### src/rtl/periph_bus_arbiter.sv
// periph_bus_arbiter
// Two-master arbiter for the memory-mapped peripheral bus (timer, LED, digit,
// systick and selreg registers). Master 0 is the CPU data port, master 1 a
// secondary bus master such as a DMA/loader engine.
//
// Grant policy: round-robin tie-break in IDLE with a per-burst cycle limit
// (BURST_MAX, 0 = unlimited) that forces a handover when the other master is
// waiting. Bus steering, acks and read data are combinational from the
// registered grant state, so an asserted reset removes all strobes at once.
//
// Build option: define PERIPH_ARB_FIXED_PRIO_EN to give master 0 fixed
// priority (ties go to master 0, master 0 is never preempted; the burst limit
// only preempts master 1).

module periph_bus_arbiter #(
    parameter int BURST_MAX = 16,
    parameter int ADDR_W    = 32,
    parameter int DATA_W    = 32
) (
    input  logic              clk,
    input  logic              reset,
    input  logic              m0_req,
    input  logic              m0_rd,
    input  logic              m0_wr,
    input  logic [ADDR_W-1:0] m0_addr,
    input  logic [DATA_W-1:0] m0_wdata,
    output logic              m0_gnt,
    output logic              m0_ack,
    output logic [DATA_W-1:0] m0_rdata,
    input  logic              m1_req,
    input  logic              m1_rd,
    input  logic              m1_wr,
    input  logic [ADDR_W-1:0] m1_addr,
    input  logic [DATA_W-1:0] m1_wdata,
    output logic              m1_gnt,
    output logic              m1_ack,
    output logic [DATA_W-1:0] m1_rdata,
    output logic              s_rd,
    output logic              s_wr,
    output logic [ADDR_W-1:0] s_addr,
    output logic [DATA_W-1:0] s_wdata,
    input  logic [DATA_W-1:0] s_rdata,
    output logic              owner,
    output logic              busy
);

    // Burst counter is wide enough to hold BURST_MAX-1; one bit when unlimited.
    localparam int CNT_W = (BURST_MAX < 1) ? 1 : $clog2(BURST_MAX + 1);
    localparam bit LIMIT_EN = (BURST_MAX != 0);
    localparam logic [CNT_W-1:0] CNT_LIMIT =
        (BURST_MAX == 0) ? {CNT_W{1'b0}} : CNT_W'(BURST_MAX - 1);

`ifdef PERIPH_ARB_FIXED_PRIO_EN
    localparam bit FIXED_PRIO = 1'b1;
`else
    localparam bit FIXED_PRIO = 1'b0;
`endif

    localparam logic [1:0] ST_IDLE = 2'd0;
    localparam logic [1:0] ST_G0   = 2'd1;
    localparam logic [1:0] ST_G1   = 2'd2;

    logic [1:0]       state_r;
    logic [1:0]       state_nxt_s;
    logic [CNT_W-1:0] burst_cnt_r;
    logic             last_r;
    logic             limit_hit_s;

    // Next grant state: request, release, round-robin tie and burst-limit handover.
    always_comb begin
        state_nxt_s = state_r;
        limit_hit_s = LIMIT_EN && (burst_cnt_r == CNT_LIMIT);
        case (state_r)
            ST_IDLE: begin
                if (m0_req && m1_req) begin
                    // last_r = 1 means master 1 owned last, so master 0 wins.
                    if (FIXED_PRIO || last_r) begin
                        state_nxt_s = ST_G0;
                    end else begin
                        state_nxt_s = ST_G1;
                    end
                end else if (m0_req) begin
                    state_nxt_s = ST_G0;
                end else if (m1_req) begin
                    state_nxt_s = ST_G1;
                end else begin
                    state_nxt_s = ST_IDLE;
                end
            end
            ST_G0: begin
                if (!m0_req) begin
                    state_nxt_s = m1_req ? ST_G1 : ST_IDLE;
                end else if (m1_req && limit_hit_s && !FIXED_PRIO) begin
                    state_nxt_s = ST_G1;
                end else begin
                    state_nxt_s = ST_G0;
                end
            end
            ST_G1: begin
                if (!m1_req) begin
                    state_nxt_s = m0_req ? ST_G0 : ST_IDLE;
                end else if (m0_req && limit_hit_s) begin
                    state_nxt_s = ST_G0;
                end else begin
                    state_nxt_s = ST_G1;
                end
            end
            default: begin
                state_nxt_s = ST_IDLE;
            end
        endcase
    end

    // Grant state, burst counter, last owner and registered status outputs.
    always_ff @(posedge clk or negedge reset) begin
        if (!reset) begin
            state_r     <= ST_IDLE;
            burst_cnt_r <= {CNT_W{1'b0}};
            last_r      <= 1'b1;
            m0_gnt      <= 1'b0;
            m1_gnt      <= 1'b0;
            busy        <= 1'b0;
        end else begin
            state_r <= state_nxt_s;
            if ((state_nxt_s != state_r) || (state_nxt_s == ST_IDLE)) begin
                burst_cnt_r <= {CNT_W{1'b0}};
            end else if (LIMIT_EN && (burst_cnt_r != CNT_LIMIT)) begin
                burst_cnt_r <= burst_cnt_r + CNT_W'(1);
            end else begin
                burst_cnt_r <= burst_cnt_r;
            end
            if ((state_nxt_s == ST_G0) && (state_r != ST_G0)) begin
                last_r <= 1'b0;
            end else if ((state_nxt_s == ST_G1) && (state_r != ST_G1)) begin
                last_r <= 1'b1;
            end else begin
                last_r <= last_r;
            end
            m0_gnt <= (state_nxt_s == ST_G0);
            m1_gnt <= (state_nxt_s == ST_G1);
            busy   <= (state_nxt_s != ST_IDLE);
        end
    end

    assign owner = last_r;

    // Steer the owning master's access onto the peripheral bus; IDLE drives zeros.
    always_comb begin
        s_rd    = 1'b0;
        s_wr    = 1'b0;
        s_addr  = {ADDR_W{1'b0}};
        s_wdata = {DATA_W{1'b0}};
        case (state_r)
            ST_G0: begin
                s_rd    = m0_rd & m0_req;
                s_wr    = m0_wr & m0_req;
                s_addr  = m0_addr;
                s_wdata = m0_wdata;
            end
            ST_G1: begin
                s_rd    = m1_rd & m1_req;
                s_wr    = m1_wr & m1_req;
                s_addr  = m1_addr;
                s_wdata = m1_wdata;
            end
            default: begin
                s_rd    = 1'b0;
                s_wr    = 1'b0;
                s_addr  = {ADDR_W{1'b0}};
                s_wdata = {DATA_W{1'b0}};
            end
        endcase
    end

    // Completion and read data go to the owner only.
    assign m0_ack   = m0_gnt & m0_req & (m0_rd | m0_wr);
    assign m1_ack   = m1_gnt & m1_req & (m1_rd | m1_wr);
    assign m0_rdata = (m0_gnt & m0_rd) ? s_rdata : {DATA_W{1'b0}};
    assign m1_rdata = (m1_gnt & m1_rd) ? s_rdata : {DATA_W{1'b0}};

endmodule

### config.mk
export PLATFORM = sky130hd
export DESIGN_NAME = periph_bus_arbiter
export DESIGN_NICKNAME = d
export VERILOG_FILES = /design/src/rtl/periph_bus_arbiter.sv
export SDC_FILE = /design/constraint.sdc
export NUM_CORES = 1
export LEC_CHECK = 0
export ABC_AREA = 1
export ABC_CLOCK_PERIOD_IN_PS = 1900
export BUFFER_PORTS_ARGS = -buffer_cell sky130_fd_sc_hd__buf_2
export CAP_MARGIN = 20
export CORE_AREA = 4 4 115 117
export DETAILED_ROUTE_END_ITERATION = 7
export DIE_AREA = 0 0 119 121
export MAX_ROUTING_LAYER = met4
export PLACE_DENSITY_LB_ADDON = 0.08
export SYNTH_ARGS = -nofsm -noshare
export SYNTH_HDL_FRONTEND = slang
export SYNTH_SLANG_ARGS = --single-unit
### constraint.sdc
create_clock -name clk -period 1.9 [get_ports clk]
set_input_delay 0.19 -clock clk [delete_from_list [all_inputs] [get_ports clk]]
set_output_delay 0.19 -clock clk [all_outputs]
set_load 0.01 [all_outputs]
==> results of run 1 <==
==> final cells by class <==
type / count / share of cell area
multi-input combinational: 317 / 0.379
tap: 172 / 0.0542
timing repair buffer: 319 / 0.435
inverter: 44 / 0.0422
sequential: 11 / 0.0697
clock buffer: 4 / 0.0199
==> cell usage after synthesis (2+ instances only) <==
cell type / instances / area [um^2]
a21oi_1: 66 / 330
buf_1: 3 / 11.3
buf_2: 9 / 45.0
buf_4: 2 / 15.0
clkbuf_1: 16 / 60.1
dfrtp_1: 10 / 250
ha_1: 6 / 75.1
inv_1: 41 / 154
inv_2: 3 / 11.3
nand2_1: 144 / 541
nand2_2: 6 / 37.5
nand2_4: 2 / 22.5
nand3_1: 8 / 40.0
nand3_2: 3 / 30.0
nor2_1: 71 / 267
o211a_1: 2 / 20.0
xor2_1: 3 / 26.3
==> worst paths after layout <==
path | endpoint | slack [ns] | cells after the start
min reg2reg | owner$_DFFE_PN1P_ | 0.50 | 2
max in group asynchronous | owner$_DFFE_PN1P_ | 1.28 | 2
min in group clk | state_r[1]$_DFF_PN0_ | 0.42 | 5
min | busy$_DFF_PN0_ | 0.36 | 2
max | s_wdata[3] | 0.10 | 6
max reg2reg | burst_cnt_r[3]$_DFFE_PN0P_ | 0.14 | 12
==> logic make-up (layout without fill, tap and decap cells) <==
| kind of cell | after synthesis | in the layout |
|---|---|---|
| XOR/XNOR | 3 | 3 |
| flip-flops | 11 | 11 |
| buffers and inverters | 74 | 367 |
| multiplexers | 1 | 1 |
| adder cells (fa/ha/maj) | 6 | 6 |
| AO/OA/AOI/OAI | 70 | 70 |
| AND/OR/NAND/NOR | 237 | 237 |
==> power by group <==
part | internal, W | switching (W) | total, W
Combinational | 0.00141 | 0.00226 | 0.00366
Sequential | 0.000314 | 0.0000553 | 0.000370
Clock | 0.000282 | 0.000109 | 0.000391
Total | 0.00200 | 0.00242 | 0.00442
==> routing by layer <==
metal  share of wire  track usage
met2            0.53        0.286
met4           0.018       0.0377
met3           0.087       0.0308
met1            0.37        0.164
met5               0            -
==> per-stage QoR <==
step,std cells,setup slack [ns]
6_report,867,0.104
4_1_cts,866,0.0299
5_1_grt,867,-0.0305
3_3_place_gp,858,0.0758
2_1_floorplan,402,0.147
3_5_place_dp,858,0.00370
==> what timing repair did <==
action | 4_1_cts | 5_1_grt
hold endpoints to repair | 10 | 0
endpoints found under the setup margin | 16 | 51
buffers inserted | 2 | 1
pin swaps | 0 | 3
cloned | 1 | 0
gates resized for setup | 4 | 17
hold buffers | 1 | 0
==> sequential cells by signal (all words and copies together) (netlist names) <==
name and cells:
burst_cnt_r 5, state_r 2, busy 1, m0_gnt 1, m1_gnt 1, owner 1
==> worst register-to-register path, cell delays in order, from the launching register on <==
cell,delay [ns]
dfrtp_1,0.40
ha_2,0.20
and3_4,0.18
ha_4,0.17
nand2_2,0.06
nand2_1,0.05
nand2_1,0.06
nand3_2,0.12
nand2_4,0.12
nand2_2,0.05
nand2_2,0.07
nand3_4,0.12
nor2_2,0.10
==> flow_metrics.py, run 1 <==
metrics = {
    "sta": {
        "fin_skew_ns": 0.00378,
        "hold_violations": 0,
        "fmax_mhz": 557,
        "tightest_slew_ns": 0.319,
        "period_share": 0.945,
        "setup_tns_ns": 0,
        "slew_headroom": 0.787,
        "setup-violations-final": 0,
        "hold_ws_ns": 0.359,
        "finalCriticalPeriod_ns": 1.80,
        "slew_violations": 0,
    },
    "clocking": {
        "path_clk_slew_ns": 0.04,
        "cts_tree": "yes",
        "cts_num_sinks": 11,
        "clock_path_buffers": 2,
        "cts_root_buffer": "clkbuf_16",
        "clk_latency_ns": 0.24,
        "cts_inserted_buffers": 3,
        "htree_levels": 1,
    },
    "logic_synthesis": {
        "syn_area_um2": 2000,
        "synth-warning-count": 0,
        "synth_edf_count": 0,
        "yosys.area_share.simple": 0.478,
        "yosysSeqAreaShare": 0.138,
        "synthArstFlopShare": 1.00,
        "synthesis.nets": 576,
        "synth_top_family_by_area": "simple AND/OR/NAND/NOR gates",
        "synth-compound-area-share": 0.180,
        "ys_seq_elements": 11,
        "synthFlopType": "dfrtp_1",
        "synth.avg_cell_area_um2": 4.98,
        "synth.distinct_cells": 24,
        "synth.area.mux_share": 0.00500,
        "synth_cells": 402,
        "synthAdderAreaFrac": 0.0375,
        "synth_xor_xnor_area_share": 0.0131,
    },
    "detailed_routing": {
        "dr.pass1.iters": 4,
        "drt-wirelength-per-cell_um": 13.4,
        "wirelength_um": 11600,
        "drc": 0,
        "vias": 3565,
        "drtIter0Drc": 162,
        "antenna_left": 0,
        "viasPerCell": 4.11,
    },
    "grt": {
        "grt_first_pass_wirelength_um": 17500,
        "grt_pass1_vias": 3380,
        "grt.overflow.total": 0,
        "grt_max_degree": 34,
        "grtUsageTotal": 0.152,
        "antenna_found_initial": 0,
    },
    "worst_setup_path": {
        "critPathBufInv": 4,
        "cp.arrival_ns": 1.61,
        "critPathLaunch": "state_r[1]$_DFF_PN0_",
        "cp_cell_sequence": "inv_2 > ha_1 > inv_4 > buf_12 > a21oi_1 > buf_2",
        "cp_slowest_cell": "dfrtp_1",
        "cp_max_fo": 32,
        "crit_family": "buffers and inverters",
        "critPathCaptureType": "primary output",
        "crit_required_ns": 1.71,
        "r2r-start": "burst_cnt_r[0]$_DFFE_PN0P_",
        "startpoint_type": "register",
        "setup.worst_path.class": "register to primary output",
        "slowest_delay_ns": 0.38,
    },
    "final_layout": {
        "final_area_um2": 3970,
        "mostFrequentLayoutCell": "buf_2",
        "regArea_um2": 277,
        "area_growth_pct": 98.4,
        "diodes": 0,
        "most-common-layout-cells": "303 x buf_2, 142 x nand2_1, 66 x nor2_1",
        "nets": 870,
        "fillers": 1400,
        "multi_input_area_um2": 1510,
        "final_core_util": 0.321,
        "drive_gt1_frac": 0.508,
    },
    "pwr": {
        "p_per_area_nw_per_um2": 1110,
        "ir_drop_mv": 0.518,
        "p_total_w": 0.00442,
        "power_leakage_nw": 2.44,
    },
    "floorplan": {
        "die_width_um": 119,
        "dieArea_um2": 14400,
        "die_height_um": 121,
        "start_util": 0.162,
        "core-area_um2": 12400,
        "ios": 304,
        "core.rowCount": 41,
    },
    "placement": {
        "gp_congestion": 0.853,
        "hpwl_um": 9480,
        "io_buffer_count": 303,
        "postPlaceCellArea_um2": 3750,
    },
    "job": {
        "drv_cap": 0,
    },
    "status": {
        "status": "finished, final reports clean",
    },
    "hold_path": {
        "hold_class": "input pin to asynchronous set/reset pin",
    },
}
No activity file was read; power rests on OpenSTA's default activity.
==> run 2, diff against run 1 <==
--- a/config.mk
+++ b/config.mk
@@ -14,6 +14,7 @@
 export DIE_AREA = 0 0 119 121
 export MAX_ROUTING_LAYER = met4
 export PLACE_DENSITY_LB_ADDON = 0.08
+export RECOVER_POWER = 25
 export SYNTH_ARGS = -nofsm -noshare
 export SYNTH_HDL_FRONTEND = slang
 export SYNTH_SLANG_ARGS = --single-unit
==> run 2 against run 1 <==
Clock power barely moved. Largest power group unchanged. Clock-buffer cell count did not move. Global-route usage did not move.
==> flow_metrics.py, run 2 (same netlist as run 1, synthesis figures left out) <==
metrics = {
    "final_layout": {
        "regArea_um2": 277,
        "multi_input_area_um2": 1510,
        "layout.cells.non_filler": 867,
        "max_flop_register": "burst_cnt_r",
        "area_growth_pct": 96.6,
        "largest_register_ffs": 5,
        "final_core_util": 0.318,
        "most-common-layout-cells": "277 x buf_2, 142 x nand2_1, 66 x nor2_1",
        "mostFrequentLayoutCell": "buf_2",
        "nets": 870,
        "diodes": 0,
        "fillers": 1410,
        "drive_gt1_frac": 0.469,
        "biggestRegsByFlops": "burst_cnt_r (5), state_r (2)",
        "final_area_um2": 3930,
    },
    "sta": {
        "worst_slack_ns": 0.0906,
        "setup_tns_ns": 0,
        "tightest_slew_ns": 0.611,
        "slew_violations": 0,
        "slew_headroom": 0.593,
        "fmax_mhz": 553,
        "setup-violations-final": 0,
        "period_share": 0.952,
        "fin_skew_ns": 0.00349,
        "finalCriticalPeriod_ns": 1.81,
        "hold_violations": 0,
    },
    "detailed_routing": {
        "viasPerCell": 4.13,
        "wirelength_um": 11700,
        "drt-wirelength-per-cell_um": 13.5,
        "vias": 3580,
        "dr.pass1.iters": 4,
        "drtIter0Drc": 160,
        "drc": 0,
        "antenna_left": 0,
    },
    "clocking": {
        "cts_tree": "yes",
        "htree_levels": 1,
        "clock_path_buffers": 2,
        "path_clk_slew_ns": 0.04,
        "cts_root_buffer": "clkbuf_16",
        "cts_inserted_buffers": 3,
        "clk_latency_ns": 0.24,
        "cts_num_sinks": 11,
    },
    "floorplan": {
        "core-area_um2": 12400,
        "die_width_um": 119,
        "core.rowCount": 41,
        "start_util": 0.162,
        "die_height_um": 121,
        "dieArea_um2": 14400,
        "ios": 304,
    },
    "pwr": {
        "pwr-share-clk": 0.089,
        "p_sw_w": 0.00243,
        "power_leakage_nw": 2.33,
        "share_comb_of_total_power": 0.827,
        "switching_share": 0.552,
        "p_per_area_nw_per_um2": 1120,
        "ir_drop_mv": 0.516,
        "seq_power_share": 0.084,
        "internal-power_w": 0.00197,
    },
    "placement": {
        "io_buffer_count": 303,
        "gp_congestion": 0.853,
        "hpwl_um": 9480,
        "postPlaceCellArea_um2": 3750,
        "place_inst": 858,
        "post-place-ws_ns": 0.00370,
    },
    "worst_setup_path": {
        "crit_required_ns": 1.71,
        "startpoint_type": "register",
        "cp_max_fo": 32,
        "cp.arrival_ns": 1.62,
        "setup.worst_path.class": "register to primary output",
        "critPathCaptureType": "primary output",
    },
    "status": {
        "status": "finished, final reports clean",
    },
    "job": {
        "drv_cap": 0,
    },
    "hold_path": {
        "hold_class": "input pin to register",
    },
    "grt": {
        "grt.overflow.total": 0,
        "grt_first_pass_wirelength_um": 17500,
        "antenna_found_initial": 0,
        "grt_max_degree": 34,
        "grtUsageTotal": 0.152,
        "grt_pass1_vias": 3380,
    },
}
## run 2: cell types whose count changed in the layout (fill, tap and decap cells not counted)
cell	change
clkbuf_1	+26
dfstp_1	+1
buf_2	-26
buf_4	-2
clkbuf_2	+2
dfstp_2	-1
## run 2: path summary, 6_finish.rpt
kind                                                 start  slack (ns)  depth (start not counted)                         end
worst max-delay path                  state_r[0]$_DFF_PN0_        0.09                          6                  s_wdata[3]
worst min-delay path                                m1_req        0.41                          5        state_r[1]$_DFF_PN0_
worst max register to register  burst_cnt_r[0]$_DFFE_PN0P_        0.14                         12  burst_cnt_r[3]$_DFFE_PN0P_
worst min register to register           owner$_DFFE_PN1P_        0.54                          2           owner$_DFFE_PN1P_
max in group asynchronous                            reset        1.02                          2  burst_cnt_r[4]$_DFFE_PN0P_
min in group asynchronous                            reset        0.48                          2              busy$_DFF_PN0_
## run 2: worst max-delay path: stages, from the launching register on
cell     delay, ns
dfrtp_1       0.38
inv_2         0.08
ha_1          0.32
inv_4         0.08
buf_12        0.17
a21oi_1       0.15
buf_2         0.18
## run 2: area by class of cell
| type | count | area share |
|---|---|---|
| Sequential cell | 11 | 0.0703 |
| Multi-Input combinational cell | 317 | 0.383 |
| Tap cell | 172 | 0.0547 |
| Clock buffer | 4 | 0.0200 |
| Timing Repair Buffer | 319 | 0.429 |
| Inverter | 44 | 0.0426 |
## run 2: repair_timing
item	in CTS	in global routing
hold endpoints to repair	10	0
gates resized for setup	4	17
hold buffers	1	0
endpoints found under the setup margin	16	51
pin swaps	0	3
setup buffers	2	1
gates cloned	1	0
## run 2: layer usage
metal / up-vias / part of all wire / track usage
met5: - / 0 / -
met4: 0 / 0.018 / 0.0377
met3: 12 / 0.079 / 0.0308
met2: 176 / 0.53 / 0.286
met1: 1581 / 0.37 / 0.164
li1: 1811 / - / -
## run 2: power groups by stage
| stage | sequential, W | clock (W) | combinational [W] |
|---|---|---|---|
| after global placement | 0.000382 | 0 | 0.00344 |
| after detailed placement | 0.000381 | 0 | 0.00342 |
| after global routing | 0.000378 | 0.000417 | 0.00404 |
| after CTS | 0.000368 | 0.000399 | 0.00363 |
| final | 0.000370 | 0.000390 | 0.00363 |
| after floorplan | 0.000383 | 0 | 0.00194 |
## run 2: metrics by stage
step	total power [W]	hold WS [ns]
floorplan	0.00232	-0.106
global placement	0.00382	0.0695
detailed placement	0.00380	0.0785
CTS	0.00440	0.382
global route	0.00483	0.457
finish	0.00439	0.415
==> run 3, diff against run 2 <==
--- a/config.mk
+++ b/config.mk
@@ -10,6 +10,7 @@
 export BUFFER_PORTS_ARGS = -buffer_cell sky130_fd_sc_hd__buf_2
 export CAP_MARGIN = 20
 export CORE_AREA = 4 4 115 117
+export CTS_BUF_LIST = sky130_fd_sc_hd__clkbuf_4
 export DETAILED_ROUTE_END_ITERATION = 7
 export DIE_AREA = 0 0 119 121
 export MAX_ROUTING_LAYER = met4
==> run 3 against run 2 <==
Register-to-register slack hardly changed. Critical path depth stayed put. Hold slack worse by 0.049 ns. Routed wire length is 0.25% higher. Non-clock buffer count is 1 higher. Clock power is 52% lower. Die area stayed put. Clock-buffer cell count stayed put. Largest cell class unchanged.
==> flow_metrics.py, run 3 (same netlist as run 1, synthesis figures left out) <==
metrics = {
    "detailed_routing": {
        "viasPerCell": 4.14,
        "antenna_left": 0,
        "vias": 3596,
        "wirelength_um": 11700,
        "dr.pass1.iters": 4,
        "drc": 0,
        "drt-wirelength-per-cell_um": 13.5,
        "drtIter0Drc": 174,
    },
    "pwr": {
        "p_per_area_nw_per_um2": 1080,
        "p_total_w": 0.00427,
        "power_leakage_nw": 2.38,
        "ir_drop_mv": 0.531,
    },
    "hold_path": {
        "whs_path_depth": 5,
        "min_from": "m1_req",
        "hold_class": "input pin to register",
    },
    "worst_setup_path": {
        "critPathLaunch": "state_r[1]$_DFF_PN0_",
        "startpoint_type": "register",
        "cp_slowest_cell": "dfrtp_1",
        "critPathCaptureType": "primary output",
        "worstRegToRegCells": 12,
        "crit_family": "buffers and inverters",
        "r2r-start": "burst_cnt_r[0]$_DFFE_PN0P_",
        "crit_required_ns": 1.71,
        "path_depth": 6,
        "setup.worst_path.class": "register to primary output",
        "critPathBufInv": 4,
        "slowest_delay_ns": 0.38,
        "cp_cell_sequence": "inv_2 > ha_1 > inv_4 > buf_12 > a21oi_1 > buf_2",
        "cp_max_fo": 32,
        "cp.arrival_ns": 1.63,
    },
    "final_layout": {
        "max_flop_register": "burst_cnt_r",
        "regArea_um2": 277,
        "fillers": 1411,
        "nets": 871,
        "most-common-layout-cells": "291 x buf_2, 142 x nand2_1, 66 x nor2_1",
        "diodes": 0,
        "final_area_um2": 3940,
        "area_growth_pct": 96.7,
        "biggestRegsByFlops": "burst_cnt_r (5), state_r (2)",
        "mostFrequentLayoutCell": "buf_2",
        "layout.cells.non_filler": 868,
        "multi_input_area_um2": 1520,
        "largest_register_ffs": 5,
        "drive_gt1_frac": 0.499,
    },
    "grt": {
        "antenna_found_initial": 0,
        "grt_max_degree": 34,
        "grt_first_pass_wirelength_um": 17400,
        "grtUsageTotal": 0.152,
        "grt_pass1_vias": 3379,
        "grt.overflow.total": 0,
    },
    "floorplan": {
        "ios": 304,
        "die_height_um": 121,
        "core-area_um2": 12400,
        "core.rowCount": 41,
        "start_util": 0.162,
        "dieArea_um2": 14400,
        "die_width_um": 119,
    },
    "sta": {
        "slew_violations": 0,
        "setup_tns_ns": 0,
        "finalCriticalPeriod_ns": 1.82,
        "fin_skew_ns": 0.00300,
        "setup-violations-final": 0,
        "hold_ws_ns": 0.366,
        "fmax_mhz": 548,
        "hold_violations": 0,
        "period_share": 0.960,
        "tightest_slew_ns": 0.613,
        "slew_headroom": 0.591,
        "rsz0062_at_grt": "yes",
    },
    "clocking": {
        "cts_inserted_buffers": 3,
        "clock_path_buffers": 2,
        "path_clk_slew_ns": 0.08,
        "htree_levels": 1,
        "cts_root_buffer": "clkbuf_4",
        "cts_tree": "yes",
        "clk_latency_ns": 0.28,
        "cts_num_sinks": 11,
    },
    "status": {
        "status": "finished, final reports clean",
    },
    "placement": {
        "postPlaceCellArea_um2": 3750,
        "place_inst": 858,
        "io_buffer_count": 303,
        "hpwl_um": 9480,
        "gp_congestion": 0.853,
    },
    "job": {
        "drv_cap": 0,
    },
}
[run 3: changes by cell type in the layout (fill, tap and decap cells not counted), sizes merged]
cell	previous run	this run
clkbuf	32	17
buf	290	306
[run 3: layout make-up]
type                    count  area share
repair buffers            320       0.438
multi-input cells         317       0.387
flip-flops and latches     11      0.0703
well taps                 172      0.0547
inverters                  44      0.0426
clock buffers               4     0.00763
[run 3: path summary, 6_finish.rpt]
kind / to / slack, ns
setup reg to reg: burst_cnt_r[3]$_DFFE_PN0P_ / 0.13
hold / removal: state_r[1]$_DFF_PN0_ / 0.37
hold reg to reg: owner$_DFFE_PN1P_ / 0.51
setup / recovery: s_wdata[3] / 0.08
min in group asynchronous: busy$_DFF_PN0_ / 0.44
max in group asynchronous: burst_cnt_r[4]$_DFFE_PN0P_ / 1.07
[run 3: worst reg2reg max path: stages (launching register included)]
cell and delay (ns):
dfrtp_1 0.41, ha_2 0.20, and3_4 0.18, ha_4 0.17
nand2_2 0.06, nand2_1 0.05, nand2_1 0.06, nand3_2 0.12
nand2_4 0.12, nand2_2 0.05, nand2_2 0.07, nand3_4 0.12
nor2_2 0.10
[run 3: what timing repair did]
action,in CTS,in global routing
gates resized for setup,5,22
setup endpoints to repair,69,72
setup buffers,3,1
endpoints found under the hold margin,10,0
hold buffers,1,0
pin swaps,1,3
gates cloned,1,0
[run 3: where the power goes]
group	switching [W]	total (W)	internal (W)	leakage, nW
clock	0.0000907	0.000187	0.0000959	0.0184
sequential	0.0000569	0.000370	0.000313	0.143
combinational	0.00229	0.00371	0.00142	2.22
[run 3: per-layer routing]
| layer | global-route usage | vias to the layer above | share of wire |
|---|---|---|---|
| met5 | - | - | 0 |
| met4 | 0.0355 | 0 | 0.019 |
| met3 | 0.0308 | 15 | 0.080 |
| met2 | 0.285 | 176 | 0.53 |
| met1 | 0.165 | 1591 | 0.37 |
| li1 | - | 1814 | - |
[run 3: per-stage QoR]
stage | utilization | setup slack, ns
after detailed placement | 0.303 | 0.00370
after global placement | 0.303 | 0.0758
after floorplan | - | 0.147
after global routing | 0.318 | -0.0375
after CTS | 0.313 | 0.00125
final | 0.318 | 0.0755
